<file path="src/rtl/packet_demux.sv">
// Receive-side framing demux: strips STP/SDP/END/EDB framing and fillers,
// steering TLP and DLLP payload bytes to separate registered outputs.
module packet_demux #(
  parameter int MAX_TLP_LEN = 1032,
  parameter int DLLP_LEN    = 6
) (
  input  logic        clk,
  input  logic        reset,
  input  logic [7:0]  in_byte,
  input  logic        in_k,
  input  logic        in_valid,
  output logic [7:0]  tlp_data,
  output logic        tlp_valid,
  output logic        tlp_sop,
  output logic        tlp_eop,
  output logic        tlp_nullified,
  output logic [7:0]  dllp_data,
  output logic        dllp_valid,
  output logic        dllp_sop,
  output logic        dllp_eop,
  output logic        dllp_bad,
  output logic        err_framing,
  output logic [15:0] tlp_good_cnt
);

  localparam logic [7:0] K_STP = 8'hFB;
  localparam logic [7:0] K_SDP = 8'h5C;
  localparam logic [7:0] K_END = 8'hFD;
  localparam logic [7:0] K_EDB = 8'hFE;
  localparam logic [10:0] MAX_C  = 11'(MAX_TLP_LEN);
  localparam logic [10:0] DLLP_C = 11'(DLLP_LEN);

  typedef enum logic [1:0] {IDLE, TLP, DLLP} state_e;

  state_e      state_q, state_d;
  logic [10:0] cnt_q, cnt_d;
  logic [7:0]  hold_q, hold_d;
  logic        hold_vld_q, hold_vld_d;
  logic        first_q, first_d;

  logic [7:0]  tlp_data_q, tlp_data_d;
  logic        tlp_valid_q, tlp_valid_d;
  logic        tlp_sop_q, tlp_sop_d;
  logic        tlp_eop_q, tlp_eop_d;
  logic        tlp_null_q, tlp_null_d;
  logic [7:0]  dllp_data_q, dllp_data_d;
  logic        dllp_valid_q, dllp_valid_d;
  logic        dllp_sop_q, dllp_sop_d;
  logic        dllp_eop_q, dllp_eop_d;
  logic        dllp_bad_q, dllp_bad_d;
  logic        err_q, err_d;
  logic [15:0] good_q, good_d;

  logic        em, eop, bad, term;
  logic        go_tlp, go_dllp;
  logic [10:0] lim;

  always_comb begin
    state_d      = state_q;
    cnt_d        = cnt_q;
    hold_d       = hold_q;
    hold_vld_d   = hold_vld_q;
    first_d      = first_q;
    tlp_data_d   = tlp_data_q;
    tlp_valid_d  = 1'b0;
    tlp_sop_d    = 1'b0;
    tlp_eop_d    = 1'b0;
    tlp_null_d   = 1'b0;
    dllp_data_d  = dllp_data_q;
    dllp_valid_d = 1'b0;
    dllp_sop_d   = 1'b0;
    dllp_eop_d   = 1'b0;
    dllp_bad_d   = 1'b0;
    err_d        = 1'b0;
    good_d       = good_q;
    em           = 1'b0;
    eop          = 1'b0;
    bad          = 1'b0;
    term         = 1'b0;
    go_tlp       = 1'b0;
    go_dllp      = 1'b0;
    lim          = (state_q == TLP) ? MAX_C : DLLP_C;

    if (in_valid) begin
      unique case (state_q)
        IDLE: begin
          if (!in_k) err_d = 1'b1;
          else if (in_byte == K_STP) go_tlp = 1'b1;
          else if (in_byte == K_SDP) go_dllp = 1'b1;
        end
        TLP, DLLP: begin
          if (!in_k) begin
            if (cnt_q < lim) begin
              em         = hold_vld_q;
              hold_d     = in_byte;
              hold_vld_d = 1'b1;
              cnt_d      = cnt_q + 11'd1;
            end else begin
              term  = 1'b1;
              bad   = 1'b1;
              err_d = 1'b1;
            end
          end else begin
            term = 1'b1;
            if (in_byte == K_END) begin
              if (state_q == TLP) begin
                err_d = (cnt_q == 11'd0);
                if (cnt_q != 11'd0) good_d = good_q + 16'd1;
              end else begin
                bad   = (cnt_q != DLLP_C);
                err_d = (cnt_q != DLLP_C);
              end
            end else if (in_byte == K_EDB) begin
              bad   = 1'b1;
              err_d = (state_q == DLLP);
            end else begin
              bad     = 1'b1;
              err_d   = 1'b1;
              go_tlp  = (in_byte == K_STP);
              go_dllp = (in_byte == K_SDP);
            end
          end
        end
        default: state_d = IDLE;
      endcase
    end

    if (term) begin
      em         = hold_vld_q;
      eop        = 1'b1;
      hold_vld_d = 1'b0;
      cnt_d      = 11'd0;
      state_d    = IDLE;
    end

    if (em) begin
      first_d = 1'b0;
      if (state_q == TLP) begin
        tlp_valid_d = 1'b1;
        tlp_data_d  = hold_q;
        tlp_sop_d   = first_q;
        tlp_eop_d   = eop;
        tlp_null_d  = eop & bad;
      end else begin
        dllp_valid_d = 1'b1;
        dllp_data_d  = hold_q;
        dllp_sop_d   = first_q;
        dllp_eop_d   = eop;
        dllp_bad_d   = eop & bad;
      end
    end

    // A start symbol opens a fresh packet, even when it aborted one.
    if (go_tlp || go_dllp) begin
      state_d    = go_tlp ? TLP : DLLP;
      cnt_d      = 11'd0;
      hold_vld_d = 1'b0;
      first_d    = 1'b1;
    end
  end

  always_ff @(posedge clk) begin
    if (reset) begin
      state_q      <= IDLE;
      cnt_q        <= '0;
      hold_q       <= '0;
      hold_vld_q   <= 1'b0;
      first_q      <= 1'b0;
      tlp_data_q   <= '0;
      tlp_valid_q  <= 1'b0;
      tlp_sop_q    <= 1'b0;
      tlp_eop_q    <= 1'b0;
      tlp_null_q   <= 1'b0;
      dllp_data_q  <= '0;
      dllp_valid_q <= 1'b0;
      dllp_sop_q   <= 1'b0;
      dllp_eop_q   <= 1'b0;
      dllp_bad_q   <= 1'b0;
      err_q        <= 1'b0;
      good_q       <= '0;
    end else begin
      state_q      <= state_d;
      cnt_q        <= cnt_d;
      hold_q       <= hold_d;
      hold_vld_q   <= hold_vld_d;
      first_q      <= first_d;
      tlp_data_q   <= tlp_data_d;
      tlp_valid_q  <= tlp_valid_d;
      tlp_sop_q    <= tlp_sop_d;
      tlp_eop_q    <= tlp_eop_d;
      tlp_null_q   <= tlp_null_d;
      dllp_data_q  <= dllp_data_d;
      dllp_valid_q <= dllp_valid_d;
      dllp_sop_q   <= dllp_sop_d;
      dllp_eop_q   <= dllp_eop_d;
      dllp_bad_q   <= dllp_bad_d;
      err_q        <= err_d;
      good_q       <= good_d;
    end
  end

  assign tlp_data      = tlp_data_q;
  assign tlp_valid     = tlp_valid_q;
  assign tlp_sop       = tlp_sop_q;
  assign tlp_eop       = tlp_eop_q;
  assign tlp_nullified = tlp_null_q;
  assign dllp_data     = dllp_data_q;
  assign dllp_valid    = dllp_valid_q;
  assign dllp_sop      = dllp_sop_q;
  assign dllp_eop      = dllp_eop_q;
  assign dllp_bad      = dllp_bad_q;
  assign err_framing   = err_q;
  assign tlp_good_cnt  = good_q;

endmodule

</file>
<file path="config.mk">
export PLATFORM = sky130hd
export DESIGN_NAME = packet_demux
export DESIGN_NICKNAME = d
export VERILOG_FILES = /design/src/rtl/packet_demux.sv
export SDC_FILE = /design/constraint.sdc
export NUM_CORES = 1
export LEC_CHECK = 0
export CAP_MARGIN = 25
export CORE_MARGIN = 2
export CORE_UTILIZATION = 45
export CTS_BUF_LIST = sky130_fd_sc_hd__clkbuf_4 sky130_fd_sc_hd__clkbuf_8
export DETAILED_ROUTE_END_ITERATION = 12
export PLACE_DENSITY = 0.7
export REMOVE_ABC_BUFFERS = 1
export SYNTH_ARGS = -nofsm -noshare
export SYNTH_HDL_FRONTEND = slang
export SYNTH_SLANG_ARGS = --single-unit
</file>
<file path="constraint.sdc">
create_clock -name clk -period 6.1 [get_ports clk]
set_clock_uncertainty 0.2 [all_clocks]
set_input_delay 1.83 -clock clk [delete_from_list [all_inputs] [get_ports clk]]
set_output_delay 1.83 -clock clk [all_outputs]
set_load 0.01 [all_outputs]
</file>
# Word-level counts from Yosys, hierarchy flattened
# Index checks and enable logic that the tools add are counted.
word_totals:
  regBits: 64
  in_bits: 12
  output_inout_bits: 41
  elab_cells: 97
op_classes:
  n_addsub: 2
  magnitude_cmp: 1
  n_eq_ne: 8
  n_mux: 46
  bitwise_logic: 5
  reduce_logical: 18
op_table:
  columns: ["op", "n"]
  rows:
  - ["$mux 1", 37]
  - ["$eq 8x8->1 const B", 3]
  - ["$add 16x1->16 const B", 1]
  - ["$reduce_or 3->1", 4]
  - ["$add 11x1->11 const B", 1]
  - ["$logic_not 11->1", 1]
  - ["$lt 11x11->1", 1]
  - ["$mux 11", 1]
  - ["$ne 11x3->1 const B", 1]
  - ["$reduce_bool 11->1", 1]
  - ["$mux 2", 5]
  - ["$eq 8x7->1 const B", 1]
  - ["$pmux 1 s2", 3]
  - ["$reduce_and 2->1", 3]
  - ["$reduce_and 6->1", 1]
  - ["$reduce_or 2->1", 3]
  - ["$not 1->1", 4]
  - ["$reduce_and 4->1", 1]
  - ["$ne 3x1->1 const B", 1]
  - ["$reduce_bool 3->1", 1]
  - ["$eq 2x1->1 const B", 1]
  - ["$eq 2x2->1 const B", 1]
  - ["$logic_not 2->1", 1]
  - ["$reduce_bool 2->1", 1]
  - ["2 further kinds", 2]

# Logic depth before layout (Yosys ltp)
depth:
  depth_word: 10
  depth_mapped: 10
  depth_no_buf: 9

# Least setup slack after synthesis
# Ideal clock, no wire load.
synth_timing:
  path_type: "input to register"
  startpoint: "input in_k"
  endpoint: "register cnt_q[7]"
  setup_ns: 0.126
  arrival_ns: 3.148
  required_ns: 5.774
  setup_slack_ns: 2.626
  stages: 6
  n_path_buf: 1
  cell_sequence: "or2_2 clkbuf_1 or3_1 a2111oi_2 xnor2_1 nor2_1"
synth_via:
  elab_chain_cells: 5
  elab_cells_between_ends: 15
  classes_between: "mux: 11; bitwise: 1; reduce/logical: 3"
synth_rtl:
  columns: ["item", "line_no", "text"]
  rows:
  - ["from (decl)", "10", "input logic in_k,"]
  - ["$mux 1, on equally long branches", "92, 87", null]
  - ["$pmux 1 s2", "85", "unique case (state_q)"]
  - ["$mux 1", "84", "if (in_valid) begin"]
  - ["$logic_or 1x1->1", "154", "if (go_tlp || go_dllp) begin"]
  - ["$reduce_or 3->1 (no source line)", null, null]
  - ["to (signal assigned)", "183", "cnt_q <= cnt_d;"]
  - ["to (decl)", "36", "logic [10:0] cnt_q, cnt_d;"]
# Parallel ways exist; a longest one is shown, timed or not.
# A chain may end at the register's enable or synchronous reset.

# Worst setup path in the final report
layout_timing:
  startpoint: "input in_k"
  endpoint: "register good_q[13] (netlist: tlp_good_cnt[13])"
layout_via:
  elab_chain_cells: 1
layout_rtl:
  columns: ["item", "line_no", "text"]
  rows:
  - ["$reduce_and 6->1 (no source line)", null, null]
  - ["to (signal assigned)", "198", "good_q <= good_d;"]
  - ["to (decl)", "52", "logic [15:0] good_q, good_d;"]
# No other way between the ends.

==> summary.md <==
| Metric | Value |
|---|---|
| Clk pin slew, worst setup/hold paths | 0.07 ns |
| Main combinational cell family by area after synthesis | simple AND/OR/NAND/NOR gates |
| Max Slew Vio Count | 0 |
| Fin cells | 467 |
| Placer congestion estimate | 0.829 |
| Dpl cells | 452 |
| Initial DRT Pass Iterations | 4 |
| # diodes | 0 |
| Pin count of the biggest net entering global routing | 52 |
| DR vias/cell | 5.61 |
| Cell Pwr Density | 232 nW/µm² |
| R2R depth | 10 |
| Core footprint | 6280 µm² |
| Synth Instances | 334 |
| Clock share of power | 0.481 |
| Adder-cell share of the synthesized area | 0.0478 |
| # H-tree levels | 3 |
| Setup TNS | 0 ns |
| Fmax achieved | 243 MHz |
| Filler instances | 563 |
| Residual DRC | 0 |
| Post-route ant nets | 0 |
| Cell leakage power | 1.23 nW |
| Slew @ Worst Pin | 0.757 ns |
| Slew HR | 0.494 |
| CTS resizes | 0 |
| Most frequent cells in the layout | dfxtp_1 (64), nand2_1 (52), clkdlybuf4s50_1 (51) |
| Combinational fraction of design power | 0.030 |
| Net count, final | 409 |
| Power Internal | 0.682 mW |
| Starting Density | 0.459 |
| TritonCTS Buffers | 9 |
| Distinct cells, synth | 41 |
| Synth Area in Simple Gates | 0.261 |
| Sequential power share | 0.489 |
| Maximum vdd drop | 0.139 mV |
| First-pass GRT wire length | 11.3 mm |
| Crit path required time | 6.16 ns |
| Dpl ws | 1.67 ns |
| Overall power | 0.854 mW |
| Worst-path fanout max | 18 |
| Mapped cell area | 2880 µm² |
| Max-cap viol count | 0 |
| Via count | 2622 |
| Post-DP HPWL | 4.73 mm |
| Layout area overhead | 28.0% |
| RSZ-0062 raised after global routing | false |
| Final setup margin | 1.99 ns |
| Hold Slack | 0.254 ns |
| Post-synthesis compound-gate area fraction | 0.157 |
| Die Ht | 84.0 µm |
| Worst-Skew Late Latency | 0.33 ns |
| Synth warnings | 0 |
| Register bit total from synthesis | 64 |
| Hold depth | 2 |
| PortBufs | 52 |
| Critical path startpoint category | input pin |
| Syn_area_per_cell | 8.63 µm² |
| Status | completed |
| Final Setup Violations | 0 |
| Residual overflow from global routing | 0 |
| WL final | 6.82 mm |
| Post-synth EDFFs | 0 |
| Share of cells above drive strength 1 | 0.0667 |
| Commonest register cell after synthesis | dfxtp_1 |
| P_sw | 0.172 mW |
| CTS sink count | 64 |
| WS Path Type | in2reg |
| Minimum clock period after layout | 4.11 ns |
| Hold Crit Class | reg2reg |
| Final hold viol count | 0 |
| IO Count | 53 |
| Die Wd | 84.0 µm |
| Rows | 29 |
| Xor/xnor cell area share of the yosys netlist | 0.0274 |
| Switching part of the total | 0.202 |
| Initial DRC count | 122 |
| Storage cell area | 1280 µm² |
| Arrival time worst endpoint | 4.17 ns |
| Clock Tree Buf Depth | 2 |
| Clk root buf | clkbuf_8 |
| Fin crit share | 0.675 |
| Setup repair bufs after CTS | 0 |
| Multiplexer share of the synthesized area | 0.0278 |
| Crit. End Element | register |
| Seq/Total Area, Yosys | 0.445 |
| Most common cell after layout, fill and taps aside | dfxtp_1 |
| Vias in the first global route | 2395 |
| Total GRT Usage | 0.198 |
| Asr flop ratio synth | 0 |
| Initial antenna violation count | 0 |
| CTS tree | built |
| Wire length per cell | 14.6 µm |
| Die Area | 7060 µm² |
| CTS Hold Bufs | 0 |
| Footprint of the multi-input gates | 1510 µm² |
## final timing paths
path	start	end	slack, ns
setup / recovery	in_k	tlp_good_cnt[13]	1.99
hold reg to reg	dllp_data[7]	dllp_data[7]	0.25
hold / removal	dllp_data[7]	dllp_data[7]	0.25
setup reg to reg	state_q[1]	hold_q[5]	3.24
## registers in the layout, summed over array words and instances (netlist names), 2 cells and up
register	count
cnt_q	11
tlp_data	8
hold_q	8
dllp_data	8
state_q	2
tlp_good_cnt	16
## cell type report
cell class	instances	area share
Clock buffer	12	0.0431
Clock inverter	3	0.0176
Inverter	12	0.0122
Multi-Input combinational cell	245	0.409
Sequential cell	64	0.347
Tap cell	77	0.0261
Timing Repair Buffer	54	0.145
## per-stage QoR
step                      utilization  area (µm²)
after floorplan                     -        2830
after global placement          0.550        3450
after detailed placement        0.552        3460
after CTS                       0.587        3690
after global routing            0.587        3690
final                           0.587        3690
## worst max-delay path, stage by stage
cell	delay, ns
clkdlybuf4s50_1	0.54
nand4_2	0.19
nor4_4	0.42
nand4_2	0.42
or4_1	0.62
a21oi_1	0.15
## cell usage after synthesis (3+ instances only)
| cell type | n | area share |
|---|---|---|
| a211oi_1 | 3 | 0.0078 |
| nor2_1 | 26 | 0.034 |
| or4_1 | 8 | 0.021 |
| dfxtp_1 | 64 | 0.44 |
| o21ai_0 | 9 | 0.016 |
| and3_1 | 7 | 0.015 |
| xnor2_1 | 7 | 0.021 |
| nand3_1 | 14 | 0.024 |
| nand2_1 | 52 | 0.068 |
| or3_1 | 6 | 0.013 |
| inv_1 | 12 | 0.016 |
| a21oi_1 | 38 | 0.066 |
| clkbuf_1 | 11 | 0.014 |
| nand2b_1 | 3 | 0.0065 |
| nor4_1 | 3 | 0.0065 |
| nor3_1 | 7 | 0.012 |
| o31ai_1 | 8 | 0.021 |
| ha_1 | 11 | 0.048 |
| a2111oi_0 | 4 | 0.012 |
| mux2i_1 | 8 | 0.028 |
| nand4_1 | 5 | 0.011 |
## per-layer routing
metal,track usage,wire (µm)
met5,0,0
met4,0.0733,89
met3,0.0425,385
met2,0.308,3140
met1,0.268,3210
## power groups by stage
stage	registers [mW]	clock network (mW)	logic (mW)
2_1_floorplan	0.428	0	0.00701
3_3_place_gp	0.428	0	0.0252
3_5_place_dp	0.428	0	0.0252
4_1_cts	0.418	0.419	0.0252
5_1_grt	0.418	0.435	0.0271
6_report	0.418	0.411	0.0253
## cells by family after synthesis
kind of cell               Yosys count
xor gates and xnor gates             9
buffers and inverters               25
AOI/OAI and AO/OA                   72
and+or+nand+nor                    145
DFF                                 64
adders and majority gates           11
muxes                                8
(Power assumes the default switching activity.)
